--- src/rtl/matmul_tile_sched.sv ---
`timescale 1ns/1ps
// Tile scheduler for the 4x4 systolic matmul: walks (p,q,r) block triples with r innermost,
// issues one feed command per triple and one writeback per finished (p,q) block.
module matmul_tile_sched #(
   parameter int unsigned M = 16,
   parameter int unsigned K = 16,
   parameter int unsigned N = 16,
   localparam int unsigned PB = M / 4,
   localparam int unsigned QB = N / 4,
   localparam int unsigned RB = K / 4,
   localparam int unsigned PW = (PB > 1) ? $clog2(PB) : 1,
   localparam int unsigned QW = (QB > 1) ? $clog2(QB) : 1,
   localparam int unsigned RW = (RB > 1) ? $clog2(RB) : 1
) (
   input  logic          i_clk,
   input  logic          i_rst,
   input  logic          i_start,
   input  logic          i_abort,
   output logic          o_cmd_valid,
   input  logic          i_cmd_ready,
   output logic [PW-1:0] o_cmd_p,
   output logic [QW-1:0] o_cmd_q,
   output logic [RW-1:0] o_cmd_r,
   output logic          o_cmd_first,
   output logic          o_cmd_last,
   input  logic          i_blk_done,
   output logic          o_wb_valid,
   input  logic          i_wb_ready,
   output logic [PW-1:0] o_wb_p,
   output logic [QW-1:0] o_wb_q,
   output logic          o_busy,
   output logic          o_done,
   output logic          o_err_spurious
);

   typedef enum logic [2:0] {
      S_IDLE  = 3'd0,
      S_ISSUE = 3'd1,
      S_WAIT  = 3'd2,
      S_WB    = 3'd3,
      S_FIN   = 3'd4
   } state_t;

   state_t        r_state;
   logic [PW-1:0] r_p;
   logic [QW-1:0] r_q;
   logic [RW-1:0] r_r;
   logic          r_err;
   logic          r_cmd_valid;
   logic          r_wb_valid;
   logic          r_busy;
   logic          r_done;
   logic          r_cmd_first;
   logic          r_cmd_last;

   state_t        w_nxt_state;
   logic [PW-1:0] w_nxt_p;
   logic [QW-1:0] w_nxt_q;
   logic [RW-1:0] w_nxt_r;
   logic          w_nxt_err;
   logic          w_p_last;
   logic          w_q_last;
   logic          w_r_last;

   assign w_p_last = (r_p == PW'(PB - 1));
   assign w_q_last = (r_q == QW'(QB - 1));
   assign w_r_last = (r_r == RW'(RB - 1));

   // Next-state and index sequencing; abort overrides everything except reset.
   always_comb begin
      w_nxt_state = r_state;
      w_nxt_p     = r_p;
      w_nxt_q     = r_q;
      w_nxt_r     = r_r;
      w_nxt_err   = r_err;
      case (r_state)
         S_IDLE: begin
            if (i_start) begin
               w_nxt_state = S_ISSUE;
               w_nxt_err   = 1'b0;
            end
         end
         S_ISSUE: begin
            if (i_cmd_ready) begin
               w_nxt_state = S_WAIT;
            end
         end
         S_WAIT: begin
            if (i_blk_done) begin
               if (w_r_last) begin
                  w_nxt_state = S_WB;
               end else begin
                  w_nxt_r     = r_r + RW'(1);
                  w_nxt_state = S_ISSUE;
               end
            end
         end
         S_WB: begin
            if (i_wb_ready) begin
               w_nxt_r = '0;
               if (w_q_last) begin
                  w_nxt_q = '0;
                  w_nxt_p = w_p_last ? '0 : r_p + PW'(1);
               end else begin
                  w_nxt_q = r_q + QW'(1);
               end
               w_nxt_state = (w_p_last && w_q_last) ? S_FIN : S_ISSUE;
            end
         end
         S_FIN: begin
            w_nxt_state = S_IDLE;
            w_nxt_p     = '0;
            w_nxt_q     = '0;
            w_nxt_r     = '0;
         end
         default: begin
            w_nxt_state = S_IDLE;
            w_nxt_p     = '0;
            w_nxt_q     = '0;
            w_nxt_r     = '0;
         end
      endcase
      if (i_blk_done && (r_state != S_WAIT)) begin
         w_nxt_err = 1'b1;
      end
      if (i_abort) begin
         w_nxt_state = S_IDLE;
         w_nxt_p     = '0;
         w_nxt_q     = '0;
         w_nxt_r     = '0;
      end
   end

   always_ff @(posedge i_clk or posedge i_rst) begin
      if (i_rst) begin
         r_state <= S_IDLE;
         r_p     <= '0;
         r_q     <= '0;
         r_r     <= '0;
         r_err   <= 1'b0;
      end else begin
         r_state <= w_nxt_state;
         r_p     <= w_nxt_p;
         r_q     <= w_nxt_q;
         r_r     <= w_nxt_r;
         r_err   <= w_nxt_err;
      end
   end

   // Outputs are registered from the next state so no input reaches a port combinationally.
   always_ff @(posedge i_clk or posedge i_rst) begin
      if (i_rst) begin
         r_cmd_valid <= 1'b0;
         r_wb_valid  <= 1'b0;
         r_busy      <= 1'b0;
         r_done      <= 1'b0;
         r_cmd_first <= 1'b1;
         r_cmd_last  <= (RB == 1);
      end else begin
         r_cmd_valid <= (w_nxt_state == S_ISSUE);
         r_wb_valid  <= (w_nxt_state == S_WB);
         r_busy      <= (w_nxt_state != S_IDLE);
         r_done      <= (w_nxt_state == S_FIN);
         r_cmd_first <= (w_nxt_r == '0);
         r_cmd_last  <= (w_nxt_r == RW'(RB - 1));
      end
   end

   assign o_cmd_valid    = r_cmd_valid;
   assign o_cmd_p        = r_p;
   assign o_cmd_q        = r_q;
   assign o_cmd_r        = r_r;
   assign o_cmd_first    = r_cmd_first;
   assign o_cmd_last     = r_cmd_last;
   assign o_wb_valid     = r_wb_valid;
   assign o_wb_p         = r_p;
   assign o_wb_q         = r_q;
   assign o_busy         = r_busy;
   assign o_done         = r_done;
   assign o_err_spurious = r_err;

endmodule
--- config.mk ---
export PLATFORM = sky130hd
export DESIGN_NAME = matmul_tile_sched
export DESIGN_NICKNAME = d
export VERILOG_FILES = /design/src/rtl/matmul_tile_sched.sv
export SDC_FILE = /design/constraint.sdc
export NUM_CORES = 1
export LEC_CHECK = 0
export CAP_MARGIN = 30
export CORE_UTILIZATION = 47
export CTS_CLUSTER_DIAMETER = 100
export CTS_CLUSTER_SIZE = 28
export DETAILED_ROUTE_END_ITERATION = 10
export GPL_TIMING_DRIVEN = 1
export PLACE_DENSITY_LB_ADDON = 0.12
export SKIP_CTS_REPAIR_TIMING = 1
export SLEW_MARGIN = 15
export SYNTH_ARGS = -nofsm -noshare
export SYNTH_HDL_FRONTEND = slang
export SYNTH_SLANG_ARGS = --single-unit
--- constraint.sdc ---
create_clock -name i_clk -period 4.1 [get_ports i_clk]
set_clock_uncertainty 0.2 [all_clocks]
set_input_delay 0.41 -clock i_clk [delete_from_list [all_inputs] [get_ports i_clk]]
set_output_delay 0.41 -clock i_clk [all_outputs]
set_load 0.02 [all_outputs]
# Yosys cells after proc, flatten, opt, wreduce, memory -nomap -nowiden
# Index checks and enable logic that the tools add are counted.
# totals
reg_bits,16
wordCells,65
in_bits,7
output_inout_bits,17
# classes
reduce_logical,12
n_mux,25
eq_ne,14
n_addsub,3
# op_table
op,count
two-way mux 2 bit,12
two-way mux 3 bit,6
one-hot mux 3 bit (4 select lines),1
== test 3 x 2 -> 1 bit (second input constant),3
== test 2 bit (second input constant),4
one-hot mux 2 bit (2 select lines),2
adder 2 x 1 -> 2 bit (second input constant),3
== test 3 x 1 -> 1 bit (second input constant),2
!= test 3 bit (second input constant),2
one-hot mux 2 bit (3 select lines),1
AND reduction 2 bit,2
nonzero test 2 bit,2
== test 3 bit (second input constant),1
logical NOT 3 bit,1
two-way mux 1 bit,3
!= test 3 x 2 -> 1 bit (second input constant),1
AND reduction 3 bit,1
nonzero test 3 bit,1
OR reduction 3 bit,1
logical AND 1 bit,2
logical NOT 2 bit,1
!= test 2 x 1 -> 1 bit (second input constant),1
OR reduction 2 bit,1

# Longest topological paths before layout
# logic_depth
depth_word,7
depth_mapped,5
ltp_nobuf,5

# Worst setup path after synthesis
# Ideal clock, no wire load.
# synth_path
path_kind,register to register
startpoint,register r_state[1]
endpoint,"register r_wb_valid, in the netlist o_wb_valid"
period_less_slack_ps,1606
path_stages_with_launch,5
required_time_ps,3820
n_path_buf,1
setup_ps,80
t_arrival_ps,1326
path_slack_ps,2494
cell_sequence,dfrtp_1 buf_6 or4b_4 a31o_4 nor3_2
# synth_via
elab_chain_len,4
word_cells_on_any_way,11
cone_classes,4 x eq/ne; 6 x mux; 1 x reduce/logical
# synth_rtl
element,line_no,source
from (decl),44,state_t r_state;
from (signal assigned),142,r_state <= w_nxt_state;
"== test 3 x 2 -> 1 bit, or another cell as far along",76,case (r_state)
one-hot mux 3 bit (4 select lines) (*),76,
two-way mux 3 bit (*),126,if (i_abort) begin
== test 3 x 2 -> 1 bit (*),161,r_wb_valid <= (w_nxt_state == S_WB);
to (signal assigned),161,
to (decl),50,logic r_wb_valid;
# Every way passes the cells marked *; elsewhere a longest branch is shown, timed or not.
# A chain may end at the register's enable or synchronous reset.

# Final worst setup path
# layout_path
startpoint,"register r_cmd_first, in the netlist o_cmd_first"
endpoint,output o_cmd_first
# layout_rtl
element,line_no,source
from (decl),53,logic r_cmd_first;
from (signal assigned),164,r_cmd_first <= (w_nxt_r == '0);
to (decl),24,"output logic o_cmd_first,"
# No word-level cell between the ends.

==> key figures <==
Hold path
  • Classification of the worst-slack hold path: in -> async

STA
  • Final count of negative-setup-slack endpoints: 0
  • Transition time at the pin with the least slew margin: 571 ps
  • Final total negative setup slack: 0 ps
  • Count of final max-slew check failures: 0
  • Time the worst path needs with I/O delays and setup: 2000 ps
  • Relative slew slack: 61.9%
  • Unrepaired setup endpoints after global routing: no
  • Final hold slack: 281 ps
  • Fmax achieved: 499 MHz
  • Number of endpoints with negative hold slack in the final report: 0
  • Period utilization: 48.9%

Yosys
  • Synthesis-stage register bit count: 16
  • Area share of the leading cell type in the synthesized netlist: 49.0%
  • Main synth FF type: sky130_fd_sc_hd__dfrtp_1
  • Synthesis Warnings: 0
  • Proportion of register bits with asynchronous set or reset after synthesis: 100%
  • Mapped Avg Cell Area: 10.5 sq um
  • Most numerous cell types in the synthesized netlist: sky130_fd_sc_hd__dfrtp_1, sky130_fd_sc_hd__nor2_1, sky130_fd_sc_hd__buf_4, sky130_fd_sc_hd__nand2_1, sky130_fd_sc_hd__nand3_1
  • Cell type contributing the most total cell area after synthesis: sky130_fd_sc_hd__dfrtp_1
  • Synth area leaders: sky130_fd_sc_hd__dfrtp_1, sky130_fd_sc_hd__nor2_1, sky130_fd_sc_hd__buf_4, sky130_fd_sc_hd__dfstp_2, sky130_fd_sc_hd__ha_1
  • Distinct cell type count after synthesis: 28
  • Number of enable flip-flop cells after synthesis: 0
  • Cell with the most instances after synthesis: sky130_fd_sc_hd__dfrtp_1
  • Synth Cell Area: 766 sq um
  • Number of standard cells after synthesis: 73
  • Synthesized Nets: 82
  • Sequential area share after synthesis: 52.5%

Clock network
  • Clk Tree Root Cell: sky130_fd_sc_hd__clkbuf_4
  • TritonCTS Sinks: 16
  • Clock transition at path regs: 90 ps
  • TritonCTS clock tree: built
  • Number of levels in the clock H-tree: 1
  • TritonCTS Buffers: 3
  • Later-pin clock latency in the skew report: 280 ps
  • Bufs on Longest Clock Path: 2

Die
  • Cell Rows: 14
  • Die height: 42.4 um
  • Core area: 1510 sq um
  • Starting density of the core: 50.8%
  • IO Pins: 24
  • Horizontal die dimension: 42.4 um
  • Die Footprint: 1790 sq um

Critical path
  • Highest fanout seen on the critical path: 1
  • Nature of the critical path endpoint: primary output
  • Critical-path cell with the highest stage delay: sky130_fd_sc_hd__clkdlybuf4s50_1
  • Worst Setup SP: o_cmd_first
  • Crit-path leading delay family: buffers and inverters
  • Type of element launching the critical path: flop
  • CP bufs+invs: 1
  • Worst reg-to-reg setup slack: 2410 ps
  • Source of the worst register-to-register timing path: r_state[0]
  • Peak per-stage delay on the critical path: 590 ps
  • Crit-path cells: clkdlybuf4s50_1
  • Category of the most critical setup path: reg -> out
  • Worst path required time: 3490 ps
  • Data arrival time at the worst-slack endpoint: 1390 ps

Placement
  • Final estimated routing congestion in global placement: 0.714
  • Half-perimeter wire length after placement: 1020 um
  • Port Buffer Count: 23

Finish
  • Post-route core utilization: 66.9%
  • Share of post-route cells with drive strength above 1: 12.8%
  • Number of antenna diodes: 0
  • Syn-to-layout area delta: 31.5%
  • Number of nets in the layout: 104

Run
  • Max-cap check violation count: 0

Status
  • Outcome: finished clean

Power and ir drop
  • Static power due to leakage: 0.000459 uW
  • IR drop worst, VDD: 0.000179 V
  • Cell area power density: 315 nW/um^2
  • Power consumption: 317 uW

GRT
  • Via count of the first global-routing pass: 551
  • Number of antenna violations at the first check in global routing: 0
  • Residual overflow from global routing: 0
  • Overall global routing resource usage: 18.5%
  • Maximum number of pins on one net before global-route repair: 17
  • First-pass GRT wire length: 2440 um

Route
  • Residual antenna-violating net count after detailed routing: 0
  • Via-per-instance ratio: 5.48
  • Count of routing violations after the opening detailed-route iteration: 12
  • Aggregate routed wire length: 1410 um
  • Overall via count from detail_route: 603
  • Drt wl/cell: 12.8 um
  • Length of the first detailed-routing pass in iterations: 4
  • Post-route DRC: 0
[metrics by stage]
step	cells	worst slack, ps	instance area (sq um)
finish	110	2100	1010
global route	110	2050	1010
global placement	106	2100	971
floorplan	73	2490	766
CTS	110	2090	1010
detailed placement	106	2040	971
[path summary, 6_finish.rpt]
kind | to | depth (start not counted)
setup / recovery | o_cmd_first | 1
hold / removal | o_wb_valid | 2
setup reg to reg | o_cmd_valid | 3
hold reg to reg | o_err_spurious | 2
max in group asynchronous | o_cmd_p[0] | 2
min in group i_clk | o_err_spurious | 2
[metal layers]
layer	routed length [um]	vias up	part of all wire, %	global-route usage [%]
li1	-	291	-	-
met1	645	288	46	23.2
met2	660	22	47	28.9
met3	80	2	5.7	6.47
met4	21	0	1.5	7.50
met5	0	-	0	0
[kinds of logic after synthesis]
group	Yosys count	share of synthesized area, %
buffers and inverters	9	7.35
adder cells (fa/ha/maj)	2	3.27
multiplexers	2	2.61
AND/OR/NAND/NOR	31	21.2
AO/OA/AOI/OAI	13	13.1
flip-flops	16	52.5
[cells in the final DEF (no fill, tap or decap), drive strengths merged]
cell            n
clkdlybuf4s50  23
dfrtp          15
nor2           12
nand3           4
nand2           4
nor3            4
clkbuf          4
inv             3
a21oi           3
a21bo           2
nor3b           2
o21ai           2
a31oi           2
mux2i           2
ha              2
or2             1
nor2b           1
a2bb2oi         1
a22oi           1
or4b            1
a31o            1
or2b            1
nand4           1
o221ai          1
dfstp           1
[cell type report]
type	instances	area, sq um
Fill cell	132	499
Timing Repair Buffer	23	230
Multi-Input combinational cell	48	308
Inverter	3	11.3
Sequential cell	16	402
Tap cell	16	20.0
Clock buffer	4	36.3
[registers in the layout, summed over array words and instances, names as in the netlist]
signal,cells
o_cmd_p,2
r_state,3
o_err_spurious,1
o_wb_valid,1
o_cmd_r,2
o_cmd_last,1
o_cmd_q,2
o_done,1
o_cmd_valid,1
o_cmd_first,1
o_busy,1
[power breakdown]
group	internal (uW)	switching, uW
clock network	54.1	47.7
logic	23.6	22.3
registers	164	5.28
total	242	75.3
No activity file was read; power rests on OpenSTA's default activity.
